`config.mk`:
```
export PLATFORM = sky130hd
export DESIGN_NAME = conv_window_sched
export DESIGN_NICKNAME = d
export VERILOG_FILES = /design/src/rtl/conv_window_sched.sv
export SDC_FILE = /design/constraint.sdc
export NUM_CORES = 1
export LEC_CHECK = 0
export ABC_CLOCK_PERIOD_IN_PS = 7330
export BUFFER_PORTS_ARGS = -buffer_cell sky130_fd_sc_hd__buf_4
export CORE_MARGIN = 3
export CORE_UTILIZATION = 49
export CTS_CLUSTER_DIAMETER = 50
export CTS_CLUSTER_SIZE = 24
export DETAILED_ROUTE_END_ITERATION = 16
export GPL_TIMING_DRIVEN = 1
export PLACE_DENSITY = 0.74
export SYNTH_ARGS = -nofsm -noshare
export SYNTH_HDL_FRONTEND = slang
export SYNTH_SLANG_ARGS = --single-unit
```
`constraint.sdc`:
```
create_clock -name CLK -period 7.33 [get_ports CLK]
set_clock_uncertainty 0.15 [all_clocks]
set_input_delay 0.3665 -clock CLK [delete_from_list [all_inputs] [get_ports CLK]]
set_output_delay 0.3665 -clock CLK [all_outputs]
set_load 0.005 [all_outputs]
```
`src/rtl/conv_window_sched.sv`:
```
// Frame sequencer for the CNN pixel-shift bank: paces the raster stream and flags valid KxK windows.
// Optional stride-2 support is built when WIN_STRIDE_EN is defined; otherwise stride is fixed at 1.
module conv_window_sched #(
  parameter int ColBits = 7,
  parameter int RowBits = 7,
  parameter int CntBits = 14
) (
  input  logic               CLK,
  input  logic               RST,
  input  logic               start,
  input  logic [ColBits-1:0] cfg_width,
  input  logic [RowBits-1:0] cfg_height,
  input  logic               cfg_ksel,
  input  logic               cfg_stride,
  input  logic               in_valid,
  output logic               in_ready,
  output logic               shift_en,
  output logic               win_valid,
  input  logic               out_ready,
  output logic [RowBits-1:0] out_row,
  output logic [ColBits-1:0] out_col,
  output logic [CntBits-1:0] win_cnt,
  output logic               busy,
  output logic               done,
  output logic               cfg_err
);

  typedef enum logic [1:0] {S_IDLE, S_RUN, S_FLUSH, S_DONE} state_t;

  state_t             state_r;
  logic [ColBits-1:0] width_r;
  logic [RowBits-1:0] height_r;
  logic               k5_r;
  logic [ColBits-1:0] col_r;
  logic [RowBits-1:0] row_r;
  logic               win_valid_r;
  logic [RowBits-1:0] out_row_r;
  logic [ColBits-1:0] out_col_r;
  logic [CntBits-1:0] win_cnt_r;
  logic               busy_r;
  logic               done_r;
  logic               cfg_err_r;

  logic               in_ready_s;
  logic               xfer_s;
  logic               consume_s;
  logic               cfg_ok_s;
  logic               last_col_s;
  logic               last_pix_s;
  logic [ColBits-1:0] kcol_s;
  logic [RowBits-1:0] krow_s;
  logic [ColBits-1:0] col_off_s;
  logic [RowBits-1:0] row_off_s;
  logic               on_grid_s;
  logic               cand_s;
  logic [RowBits-1:0] win_row_s;
  logic [ColBits-1:0] win_col_s;

`ifdef WIN_STRIDE_EN
  logic stride_r;

  // Stride-2 windows sit on even offsets from the first full window.
  function automatic logic on_stride_grid(input logic [RowBits-1:0] r, input logic [ColBits-1:0] c);
    return (r[0] == 1'b0) && (c[0] == 1'b0);
  endfunction
`else
  logic stride_unused_s;
  assign stride_unused_s = cfg_stride;
`endif

  assign cfg_ok_s   = (cfg_width  >= (cfg_ksel ? ColBits'(5) : ColBits'(3))) &&
                      (cfg_height >= (cfg_ksel ? RowBits'(5) : RowBits'(3)));
  assign kcol_s     = k5_r ? ColBits'(4) : ColBits'(2);
  assign krow_s     = k5_r ? RowBits'(4) : RowBits'(2);
  assign col_off_s  = col_r - kcol_s;
  assign row_off_s  = row_r - krow_s;
  assign last_col_s = (col_r == width_r - ColBits'(1));
  assign last_pix_s = last_col_s && (row_r == height_r - RowBits'(1));

  assign in_ready_s = (state_r == S_RUN) && !(win_valid_r && !out_ready);
  assign xfer_s     = in_valid && in_ready_s;
  assign consume_s  = win_valid_r && out_ready;
  assign cand_s     = xfer_s && (row_r >= krow_s) && (col_r >= kcol_s) && on_grid_s;

  // Stride-dependent window placement and output-map coordinates.
  always_comb begin
    on_grid_s = 1'b1;
    win_row_s = row_off_s;
    win_col_s = col_off_s;
`ifdef WIN_STRIDE_EN
    if (stride_r) begin
      on_grid_s = on_stride_grid(row_off_s, col_off_s);
      win_row_s = row_off_s >> 1;
      win_col_s = col_off_s >> 1;
    end else begin
      on_grid_s = 1'b1;
      win_row_s = row_off_s;
      win_col_s = col_off_s;
    end
`endif
  end

  // Frame FSM, raster position counters and the pending-window register.
  always_ff @(posedge CLK) begin
    if (RST) begin
      state_r     <= S_IDLE;
      width_r     <= '0;
      height_r    <= '0;
      k5_r        <= 1'b0;
`ifdef WIN_STRIDE_EN
      stride_r    <= 1'b0;
`endif
      col_r       <= '0;
      row_r       <= '0;
      win_valid_r <= 1'b0;
      out_row_r   <= '0;
      out_col_r   <= '0;
      win_cnt_r   <= '0;
      busy_r      <= 1'b0;
      done_r      <= 1'b0;
      cfg_err_r   <= 1'b0;
    end else begin
      if (cand_s) begin
        win_valid_r <= 1'b1;
        out_row_r   <= win_row_s;
        out_col_r   <= win_col_s;
      end else if (consume_s) begin
        win_valid_r <= 1'b0;
      end
      if (consume_s) begin
        win_cnt_r <= win_cnt_r + CntBits'(1);
      end

      case (state_r)
        S_IDLE: begin
          if (start && cfg_ok_s) begin
            width_r   <= cfg_width;
            height_r  <= cfg_height;
            k5_r      <= cfg_ksel;
`ifdef WIN_STRIDE_EN
            stride_r  <= cfg_stride;
`endif
            col_r     <= '0;
            row_r     <= '0;
            win_cnt_r <= '0;
            cfg_err_r <= 1'b0;
            busy_r    <= 1'b1;
            state_r   <= S_RUN;
          end else if (start) begin
            cfg_err_r <= 1'b1;
          end
        end
        S_RUN: begin
          if (xfer_s) begin
            if (last_col_s) begin
              col_r <= '0;
              row_r <= row_r + RowBits'(1);
            end else begin
              col_r <= col_r + ColBits'(1);
            end
            if (last_pix_s) begin
              state_r <= S_FLUSH;
            end
          end
        end
        S_FLUSH: begin
          if (!win_valid_r || consume_s) begin
            busy_r  <= 1'b0;
            done_r  <= 1'b1;
            state_r <= S_DONE;
          end
        end
        S_DONE: begin
          done_r  <= 1'b0;
          state_r <= S_IDLE;
        end
        default: begin
          busy_r  <= 1'b0;
          done_r  <= 1'b0;
          state_r <= S_IDLE;
        end
      endcase
    end
  end

  assign in_ready  = in_ready_s;
  assign shift_en  = xfer_s;
  assign win_valid = win_valid_r;
  assign out_row   = out_row_r;
  assign out_col   = out_col_r;
  assign win_cnt   = win_cnt_r;
  assign busy      = busy_r;
  assign done      = done_r;
  assign cfg_err   = cfg_err_r;

endmodule

```
Yosys cells after proc, flatten, opt, wreduce, memory -nomap -nowiden --
Index checks and enable logic that the tools add are counted.
Word-level totals: flip-flop bits (word level) 63, bits in latches 0, memory bits (writable) 0, bits in read-only memories 0, input bits 21, output and inout bits 34, logic and storage cells 86, memories 0
Cells by class: $add $sub $neg 7, multiply operators 0, divide/modulo/power cells 0, $lt $le $gt $ge 4, equality and inequality tests 10, shift-type cells 0, multiplexer cells 26, bitwise logic cells 0, reductions and logical operators 26
Operators by type and width (count):
- 2-to-1 mux 14 bit | 3
- 2-to-1 mux 7 bit | 5
- case mux 7 bit (2 select lines) | 2
- greater-or-equal comparator 7 x 3 -> 1 bit | 3
- adder 14 x 1 -> 14 bit, second input constant | 1
- adder 7 x 1 -> 7 bit, second input constant | 2
- == test 7 bit | 2
- subtractor 7 x 1 -> 7 bit, second input constant | 2
- subtractor 7 x 3 -> 7 bit | 2
- != test 2 bit, second input constant | 5
- nonzero test 2 bit | 5
- logical AND 1 bit | 9
- 2-to-1 mux 2 bit | 4
- case mux 2 bit (4 select lines) | 1
- AND reduction 4 bit | 2
- greater-or-equal comparator 7 bit | 1
- 2-to-1 mux 1 bit | 7
- 2-to-1 mux 3 bit | 2
- AND reduction 2 bit | 3
- AND reduction 3 bit | 2
- == test 2 bit, second input constant | 2
- case mux 1 bit (2 select lines) | 2
- zero test 1 bit | 3
- == test 2 x 1 -> 1 bit, second input constant | 1
- other kinds (2) | 2

Logic depth before layout (Yosys ltp) --
Gate-level depths: netlist (run 1).
depth in word-level cells 8, depth in mapped cells 10, mapped depth without buffers 9

Worst setup path before layout (run 1) --
Ideal clock, no wire load.
kind reg2reg, start point reg k5_r, end point reg out_col_r[2] (netlist: out_col[2]), setup time 0.086 ns, data arrival time 2.420 ns, required time 7.094 ns, slack 4.674 ns, cell stages (with the launch flop) 11, buffers on the path 1, clock period less this slack 2.656 ns, cells stage by stage dfxtp_1 inv_1 ha_1 fa_1 nor3b_1 o311ai_0 nand2_1 a21oi_1 clkbuf_1 nor2_1 a211oi_1
Between the ends: cells in the longest elaborated chain, start to end 4, elaborated cells between the ends (all ways) 6, classes of those cells 1 x add/sub; 2 x order compare; 1 x mux; 2 x reduce/logical
RTL lines:
- from (decl) | line 33 | logic k5_r;
- from (signal assigned) | line 139 | k5_r <= cfg_ksel;
- 2-to-1 mux 3 bit * | line 73, 74
- greater-or-equal comparator 7 x 3 -> 1 bit | line 83 | assign cand_s = xfer_s && (row_r >= krow_s) && (col_r >= kcol_s) && on_grid_s;
- logical AND 1 bit (2 in series) | line 83
- to (signal assigned) | line 126 | out_col_r <= win_col_s;
- to (decl) | line 38 | logic [ColBits-1:0] out_col_r;
Mark *: on every way between the ends. The rest lies on a longest branch, timed or not. A chain may end at the register's enable or synchronous reset.

Worst setup path after layout (run 1) --
start point in cfg_ksel, end point reg row_r[1]
Between the ends: cells in the longest elaborated chain, start to end 6, elaborated cells between the ends (all ways) 7, classes of those cells 2 x order compare; 1 x eq/ne; 1 x mux; 3 x reduce/logical
RTL lines:
- from (decl) | line 13 | input logic cfg_ksel,
- 2-to-1 mux 3 bit * | line 71, 72
- greater-or-equal comparator 7 bit / greater-or-equal comparator 7 x 3 -> 1 bit (equally long branches) | line 71, 72
- logical AND 1 bit * | line 71 | assign cfg_ok_s = (cfg_width >= (cfg_ksel ? ColBits'(5) : ColBits'(3))) &&
- logical AND 1 bit * | line 136 | if (start && cfg_ok_s) begin
- != test 2 bit (no source line) *
- AND reduction 4 bit (no source line) *
- to (signal assigned) | line 157 | row_r <= row_r + RowBits'(1);
- to (decl) | line 35 | logic [RowBits-1:0] row_r;
Marks and branches as above.

==> impl_results.md, run 1 <==
- Vias in the first global route: 2,619
- Adder-cell share of the synthesized area: 7.50%
- Complex-gate fraction of the synthesized area: 11.3%
- Worst R2R Setup Slack: 4140 ps
- CP required: 7460 ps
- Post-DRT Antenna Nets: 0
- Post-synthesis mux area share: 6.57%
- Vias per inst: 5.43
- Tcrit/Tclk final: 44.7%
- RR Startpoint: k5_r$_SDFFE_PP0P_
- WL per Instance: 14.2 µm
- Initial core utilization: 51.9%
- Worst Setup Start Kind: input port
- P&R area growth vs syn: 17.6%
- Status: complete, no violations
- Storage element area: 1260 µm²
- DRC Markers: 0
- Hold crit path type: in2reg
- Capture point of the worst reg-to-reg path: out_row[0]$_SDFFE_PP0P_
- Leakage power: 1.63 nW
- Synthesized area: 3370 µm²
- # diodes: 0
- Placed wire-length estimate: 5.38 mm
- Initial antenna violation count: 0
- Ys async rst share: 0%
- Endpoints failing hold: 0
- Setup_tns: 0 ps
- Die Ht: 88.9 µm
- Clock latency on the worst-skew pair: 340 ps
- Classification of the worst setup path: in2reg
- Die Wd: 88.9 µm
- Total Wirelength: 7.36 mm
- WHS: 119 ps
- Crit. End Element: flop
- Hold-critical path depth: 3
- Port bufs: 53
- Die area: 7910 µm²
- Initial DRC Count: 131
- CTS tree: done
- Clock root buffer: clkbuf_8
- TritonCTS Buffers: 9
- Row cnt: 29
- FILL cells: 564
- Crit path capture: row_r[1]$_SDFFE_PP0P_
- Commonest non-fill, non-tap cells in the layout: 63 x nor2_1, 63 x dfxtp_1, 54 x buf_4
- Seq/Total Area, Yosys: 37.4%
- Mapped Nets: 431
- Resized Gates After CTS: 0
- Worst VDD drop: 0.133 mV
- Cell count after synthesis: 391
- Arrival @ worst endpoint: 3400 ps
- Pin count of the biggest net entering global routing: 40
- Final min period: 3280 ps
- DRT Pass-1 Iters: 4
- Cells on worst reg2reg path: 9
- Count of final max-slew check failures: 0
- Critical Path Source: cfg_ksel
- Slew HR: 14.4%
- Synth Flop Type: dfxtp_1
- H-tree levels: 3
- Clk sinks: 63
- Area contributors post-synth: dfxtp_1 37%, nor2_1 7.0%, ha_1 6.3%
- Global-route wire length before repair: 12.1 mm
- RSZ-0062 raised after global routing: false
- I/O pin cnt: 55
- Synth Area in XOR/XNOR: 11.1%
- Worst-Margin Slew: 1250 ps
- Yosys cell types: 49
- CP max FO: 13
- Mean area per synthesized cell: 8.62 µm²
- Leading area contributor after synthesis: dfxtp_1
- Setup violators final: 0
- Remaining Overflow, GRT: 0
- Largest family of logic cells by synthesized area: simple AND/OR/NAND/NOR gates
- Ratio of cells with drive above 1 in the final layout: 16.6%
- Post-synth EDFFs: 0
- Synth warnings: 0
- Multi-input logic area: 1950 µm²
- Total power divided by cell area: 269 nW/µm²
- Clock transition at the registers of the reported paths: 70 ps
- Clock buffer depth: 2
- Gr usage total: 19.8%
- #FFs+latches synth: 63
- Core area: 6490 µm²
- DR vias: 2,814
- Yosys top cell area share: 37.4%
- Final core occ: 61.0%
- Gpl congestion: 0.857
- Max-cap violations: 0
- Fin nets: 477
- Simple-gate share of the synthesized area: 21.2%
- Postcts setup bufs: 0
- Hold-fix buffers at CTS: 0
- Max Freq: 305 MHz
-- through the flow --
step	worst slack, ps	cell area [µm²]	instances	total power, mW
after CTS	4120	3970	518	1.07
after global placement	3920	3790	503	0.788
final	4050	3970	518	1.07
after global routing	3880	3970	518	1.14
after detailed placement	3820	3790	503	0.801
after floorplan	4670	3370	391	0.711
-- how the worst min path moves through the flow --
stage	startpoint	end	slack [ps]
6_report	cfg_height[3]	height_r[3]$_SDFFE_PP0P_	120
5_1_grt	cfg_height[0]	height_r[0]$_SDFFE_PP0P_	110
4_1_cts	cfg_height[3]	height_r[3]$_SDFFE_PP0P_	110
3_5_place_dp	cfg_err$_SDFFE_PP0P_	cfg_err$_SDFFE_PP0P_	310
3_3_place_gp	done$_SDFFE_PP0P_	done$_SDFFE_PP0P_	300
2_1_floorplan	done$_SDFFE_PP0P_	done$_SDFFE_PP0P_	300
-- where the power goes --
group	internal (mW)	switching [mW]
clock network	0.131	0.136
registers	0.376	0.0411
logic	0.170	0.213
-- synth_stat cells (3+ instances only) --
library cell and instances:
xnor2_1 21, clkbuf_1 14, nand2b_1 7, o21ai_0 7, a211oi_1 13, and2_1 3
ha_1 17, inv_1 20, and3_1 8, buf_2 3, dfxtp_1 63, nand3_1 9
or3_1 7, a21oi_1 17, xor2_1 20, nor2_1 63, o31ai_1 4, mux2i_1 21
nand4_1 8, nand2_1 21, nor3_1 9
-- layout make-up --
class	instances	area share [%]
Clock inverter	4	0.820
Inverter	20	1.89
Tap cell	77	2.43
Timing Repair Buffer	54	10.2
Clock buffer	11	3.57
Sequential cell	63	31.8
Multi-Input combinational cell	289	49.3
-- registers in the layout, indices dropped and copies added, names as in the netlist --
name / flops
win_valid: 1
width_r: 7
out_row: 7
col_r: 7
busy: 1
cfg_err: 1
done: 1
win_cnt: 14
k5_r: 1
row_r: 7
state_r: 2
height_r: 7
out_col: 7
-- kinds of logic (layout without fill, tap and decap cells) --
family | Yosys count | count (layout)
AND/OR/NAND/NOR | 148 | 148
flip-flops | 63 | 63
AO/OA/AOI/OAI | 58 | 58
XOR/XNOR | 42 | 42
buffers and inverters | 39 | 89
multiplexers | 22 | 22
adder cells (fa/ha/maj) | 19 | 19
-- worst max-delay path, cell delays in order --
cell and delay (ps):
buf_4 130, ha_1 270, a21o_1 180, a2111oi_0 1080, o31ai_1 340, nand2_1 170
o31a_1 430, mux2_1 360, nor2_1 80
-- layer usage --
layer	wire [µm]	part of all wire (%)	vias up	track usage, %
li1	-	-	1438	-
met1	3380	46	1314	24.7
met2	3560	48	53	33.7
met3	344	4.7	9	4.98
met4	78	1.1	0	5.95
met5	0	0	-	0
(Power assumes the default switching activity.)
==> run 2: changes to the inputs <==
Settings changed: ABC_AREA from default to 1, ABC_CLOCK_PERIOD_IN_PS 7330 to 3100, PLACE_DENSITY 0.74 to 0.73.
Clock period 7.33 ns to 3.1 ns, I/O delays scaled along.
==> run 2 against run 1 <==
  * Non-clock buffer count grew 19
  * Routed wire length grew 24%
  * Critical path depth grew 3
  * Register-to-register slack lost 3600 ps
  * Final area grew 13%
  * Core utilization grew 2.8 points
  * Final cell count grew 34%
  * Die area grew 8.1%
  * Combinational power grew to 3.0 times the previous value
  * Sequential share of layout area shrank 3.7 points
  * First-iteration DRC count grew 54%
==> impl_results.md, run 2 <==
- P&R area growth vs syn: 22.4%
- Commonest non-fill, non-tap cells in the layout: 103 x nand2_1, 68 x nor2_1, 63 x dfxtp_1
- Clock share of power: 25.8%
- H-tree levels: 3
- Status: complete, no violations
- Arrival @ worst endpoint: 2600 ps
- CP required: 3180 ps
- Port bufs: 53
- Placed wire-length estimate: 6.55 mm
- Max-cap violations: 0
- Die Wd: 92.5 µm
- Initial DRC Count: 202
- # diodes: 0
- Switch Pwr: 1.16 mW
- Global-route wire length before repair: 15.2 mm
- Yosys top cell area share: 34.4%
- Comb pwr share: 39.5%
- Mean area per synthesized cell: 7.02 µm²
- DR vias: 3,583
- Clock root buffer: clkbuf_8
- Vias in the first global route: 3,360
- Worst VDD drop: 0.305 mV
- Crit. End Element: flop
- Total power divided by cell area: 640 nW/µm²
- Area contributors post-synth: dfxtp_1 34%, nand2_1 11%, nor2_1 7.0%
- Gpl congestion: 0.895
- Clock latency on the worst-skew pair: 360 ps
- Slew HR: 72.0%
- Vias per inst: 5.18
- Synth Flop Type: dfxtp_1
- Clock transition at the registers of the reported paths: 80 ps
- Post-synth EDFFs: 0
- Worst path most repeated cell: inv_1
- Post-DRT Antenna Nets: 0
- Met2 layer wire length in the routed design: 4.47 mm
- Setup_tns: 0 ps
- Critical Path Slowest Stage Cell: fa_1
- CP max FO: 24
- Row cnt: 30
- Synthesized area: 3660 µm²
- Remaining Overflow, GRT: 0
- Cell count after synthesis: 522
- Worst Setup Start Kind: flop
- Leakage power: 2.02 nW
- Gr usage total: 22.2%
- Core area: 7020 µm²
- Leading area contributor after synthesis: dfxtp_1
- Seq/Total Area, Yosys: 34.4%
- Sw Ratio: 40.6%
- Tcrit/Tclk final: 81.2%
- DR top layer: met4
- Total Wirelength: 9.10 mm
- Worst path cell trace: inv_1, ha_1, inv_1, fa_1, nor2_2, nand2_1, nor2_1, nand3b_1, nand3_2, inv_2, o21ai_0, a21oi_1
- Worst R2R Setup Slack: 580 ps
- Classification of the worst setup path: reg2reg
- Initial antenna violation count: 0
- Ys async rst share: 0%
- DRT Pass-1 Iters: 5
- Seq pwr share: 34.6%
- WL per Instance: 13.1 µm
- TritonCTS Buffers: 9
- Synth warnings: 0
- Clock buffer depth: 2
- Top cells by instance count after synthesis: 103 x nand2_1, 68 x nor2_1, 63 x dfxtp_1
- Most frequent cell after synthesis: nand2_1
- CTS tree: done
- Die Ht: 92.5 µm
- CP top delay family: simple AND/OR/NAND/NOR gates
- Final worst slack: 583 ps
- Setup violators final: 0
- Endpoints failing hold: 0
- Hold crit path type: in2reg
- Buf/Inv on CP: 3
- Ratio of cells with drive above 1 in the final layout: 18.6%
- Critical Path Max Stage Delay: 410 ps
- I/O pin cnt: 55
- Clk sinks: 63
- Initial core utilization: 52.2%
- Largest register FFs: 14
- RSZ-0062 raised after global routing: false
- Int Pwr: 1.70 mW
- Met1 WL: 3.94 mm
- Mapped Nets: 562
- Most common cell after layout, fill and taps aside: nand2_1
- Yosys cell types: 38
- Die area: 8550 µm²
- Pin count of the biggest net entering global routing: 26
- Final min period: 2520 ps
- Count of final max-slew check failures: 0
- Place WS: 621 ps
- Worst-Margin Slew: 420 ps
- DR WL met3: 426 µm
- DRC Markers: 0
- #FFs+latches synth: 63
- Max Freq: 397 MHz
- Fin nets: 631
## run 2: through the flow
| step | util, % | instances | total power, mW | hold WS [ps] | cell area, µm² |
|---|---|---|---|---|---|
| finish | 63.9 | 692 | 2.87 | 153 | 4480 |
| global route | 63.9 | 692 | 3.09 | 197 | 4480 |
| CTS | 63.9 | 692 | 2.87 | 150 | 4480 |
| detailed placement | 58.4 | 658 | 2.11 | 246 | 4100 |
| global placement | 58.4 | 658 | 2.08 | 238 | 4100 |
| floorplan | - | 522 | 1.84 | 74.1 | 3660 |
## run 2: power groups by stage
stage	combinational, mW	clock (mW)	sequential [mW]
2_1_floorplan	0.848	0	0.995
3_3_place_gp	1.07	0	1.01
3_5_place_dp	1.10	0	1.01
4_1_cts	1.12	0.751	0.993
5_1_grt	1.29	0.793	1.01
6_report	1.13	0.741	0.993
## run 2: routing by layer
layer	vias up	global-route usage (%)
met1	1647	26.9
met2	102	38.0
met3	26	3.82
li1	1808	-
met5	-	0
met4	0	11.0
## run 2: kinds of logic (layout without fill, tap and decap cells)
| family | Yosys count | in the layout | share of synthesized area [%] |
|---|---|---|---|
| DFF | 63 | 63 | 34.4 |
| xor gates and xnor gates | 25 | 25 | 5.98 |
| AOI/OAI and AO/OA | 83 | 83 | 11.7 |
| and+or+nand+nor | 249 | 249 | 31.3 |
| adders and majority gates | 19 | 19 | 6.90 |
| buffers and inverters | 83 | 157 | 9.70 |
## run 2: worst reg2reg max path, delay by kind of cell (launching register included)
kind / cells / cell delay (ps)
AOI/OAI and AO/OA: 2 / 270
adders and majority gates: 2 / 590
and+or+nand+nor: 5 / 600
buffers and inverters: 3 / 450
DFF: 1 / 340
## run 2: repair_timing
item	CTS	global route
buffers inserted	0	0
hold endpoints to repair	29	0
resized for setup	0	0
hold buffers	18	0
## run 2: worst paths after layout
kind | start | cells past startpoint | end
worst max-delay path | k5_r$_SDFFE_PP0P_ | 12 | out_col[0]$_SDFFE_PP0P_
worst min-delay path | in_valid | 5 | win_valid$_SDFFE_PP0P_
worst max register to register | k5_r$_SDFFE_PP0P_ | 12 | out_col[0]$_SDFFE_PP0P_
worst min register to register | busy$_SDFFE_PP0P_ | 2 | busy$_SDFFE_PP0P_
## run 2: area by class of cell
| class | count | area, µm² |
|---|---|---|
| Clock buffer | 9 | 124 |
| Clock inverter | 7 | 81.3 |
| Tap cell | 96 | 120 |
| Timing Repair Buffer | 73 | 593 |
| Fill cell | 638 | 2540 |
| Inverter | 68 | 256 |
| Multi-Input combinational cell | 376 | 2050 |
| Sequential cell | 63 | 1260 |
==> run 3: changes to the inputs <==
Settings changed: ABC_CLOCK_PERIOD_IN_PS 3100 to 2370.
Clock period 3.1 ns to 2.37 ns, I/O delays scaled along.
==> run 3 against run 2 <==
  * Power grew 37%
  * Critical path type unchanged
  * Register-to-register slack got worse by 410 ps
  * Sequential cell count unchanged
  * Via count is 1.5% lower
  * Worst hold slack improved by 79 ps
  * First-iteration DRC count is 26% lower
  * Routed wire length down 1.2%
  * Largest cell class unchanged
  * Non-clock buffer count is 6 higher
==> impl_results.md, run 3 (same netlist as run 2, synthesis figures left out) <==
- Row cnt: 30
- Pin count of the biggest net entering global routing: 29
- RR Startpoint: k5_r$_SDFFE_PP0P_
- Gpl congestion: 0.887
- Post-DRT Antenna Nets: 0
- Worst R2R Setup Slack: 170 ps
- Global-route wire length before repair: 15.2 mm
- Cells on worst reg2reg path: 12
- I/O pin cnt: 55
- Clock root buffer: clkbuf_8
- Largest register FFs: 14
- CTS tree: done
- Most common cell after layout, fill and taps aside: nand2_1
- Arrival @ worst endpoint: 2290 ps
- Die area: 8550 µm²
- CP max FO: 24
- Die Wd: 92.5 µm
- CP required: 2460 ps
- Leakage power: 2.07 nW
- Final cell count without fillers: 698
- # diodes: 0
- Setup violators final: 0
- Count of final max-slew check failures: 0
- Seq pwr share: 33.0%
- Vias in the first global route: 3,322
- Final min period: 2200 ps
- Endpoints failing hold: 0
- Gr usage total: 22.3%
- TritonCTS Buffers: 9
- Hold-critical path depth: 6
- Die Ht: 92.5 µm
- Worst-Margin Slew: 401 ps
- Worst VDD drop: 0.546 mV
- Switch Pwr: 1.55 mW
- Hold crit path type: in2reg
- Critical Path Source: k5_r$_SDFFE_PP0P_
- WL per Instance: 12.9 µm
- Clock share of power: 27.9%
- Crit path capture: out_col[0]$_SDFFE_PP0P_
- Remaining Overflow, GRT: 0
- Final core occ: 65.1%
- DR vias: 3,529
- DRC Markers: 0
- Comb pwr share: 39.1%
- Port bufs: 53
- Commonest non-fill, non-tap cells in the layout: 103 x nand2_1, 68 x nor2_1, 63 x dfxtp_1
- Initial core utilization: 52.2%
- Initial antenna violation count: 0
- Clk sinks: 63
- Max-cap violations: 0
- Clock transition at the registers of the reported paths: 80 ps
- Clock buffer depth: 2
- Ratio of cells with drive above 1 in the final layout: 19.8%
- Sw Ratio: 39.3%
- Initial DRC Count: 149
- Int Pwr: 2.39 mW
- Critical Path Slowest Stage Cell: fa_1
- Worst path cell trace: inv_2, ha_1, inv_1, fa_1, nor2_2, nand2_1, nor2_1, nand3b_1, nand3_2, inv_4, o21ai_0, a21oi_1
- DRT Pass-1 Iters: 4
- RSZ-0062 raised after global routing: false
- Slew HR: 73.2%
- Worst Setup Start Kind: flop
- Placed insts: 663
- Placed wire-length estimate: 6.49 mm
- Core area: 7020 µm²
- Max Freq: 455 MHz
- Crit. End Element: flop
- WHS: 232 ps
- Classification of the worst setup path: reg2reg
- Status: complete, no violations
- Total Wirelength: 8.99 mm
- Tcrit/Tclk final: 92.7%
- Critical Path Max Stage Delay: 410 ps
- P&R area growth vs syn: 24.7%
- H-tree levels: 3
- Total power divided by cell area: 861 nW/µm²
- Setup_tns: 0 ps
- Vias per inst: 5.06
- Fin nets: 637
- Clock latency on the worst-skew pair: 350 ps
- Capture point of the worst reg-to-reg path: out_col[0]$_SDFFE_PP0P_
## run 3: routing by layer
layer / global-route usage (%) / part of all wire [%] / vias up
li1: - / - / 1825
met5: 0 / 0 / -
met2: 37.8 / 48 / 82
met3: 4.63 / 4.7 / 17
met1: 27.3 / 44 / 1605
met4: 9.16 / 2.4 / 0
## run 3: worst min-delay path by stage
stage	start	to	slack, ps
3_5_place_dp	cfg_height[5]	height_r[5]$_SDFFE_PP0P_	210
2_1_floorplan	RST	out_col[4]$_SDFFE_PP0P_	40
4_1_cts	in_valid	win_valid$_SDFFE_PP0P_	200
6_report	in_valid	win_valid$_SDFFE_PP0P_	230
3_3_place_gp	cfg_height[5]	height_r[5]$_SDFFE_PP0P_	200
5_1_grt	in_valid	win_valid$_SDFFE_PP0P_	240
## run 3: area by class of cell
type	instances	area, µm²
inverters	68	259
multi-input cells	376	2060
repair buffers	79	638
flip-flops and latches	63	1260
well taps	96	120
clock buffers	9	124
fillers	645	2450
clock inverters	7	104
## run 3: timing repair
item / in CTS / in global routing
setup buffers: 0 / 1
hold buffers: 18 / 0
endpoints found under the setup margin: 0 / 28
gates resized for setup: 0 / 6
endpoints found under the hold margin: 29 / 0
## run 3: worst max-delay path: cells and delay by family (launching register included)
family | cells | cell delay [ps]
flops | 1 | 320
compound gates | 2 | 220
simple gates | 5 | 560
buf+inv | 3 | 270
fa+ha+maj | 2 | 560
## run 3: power by group through the flow
stage,Sequential (mW),Combinational [mW],Clock [mW]
2_1_floorplan,1.30,1.11,0
3_3_place_gp,1.32,1.43,0
3_5_place_dp,1.32,1.48,0
4_1_cts,1.30,1.51,1.11
5_1_grt,1.32,1.76,1.17
6_report,1.30,1.54,1.10
## run 3: metrics by stage
step | area (µm²) | total power [mW] | setup WS (ps)
after floorplan | 3660 | 2.41 | 208
after global routing | 4570 | 4.25 | 7.79
after global placement | 4140 | 2.75 | 151
final | 4570 | 3.94 | 172
after CTS | 4540 | 3.91 | 54.8
after detailed placement | 4140 | 2.80 | 73.7
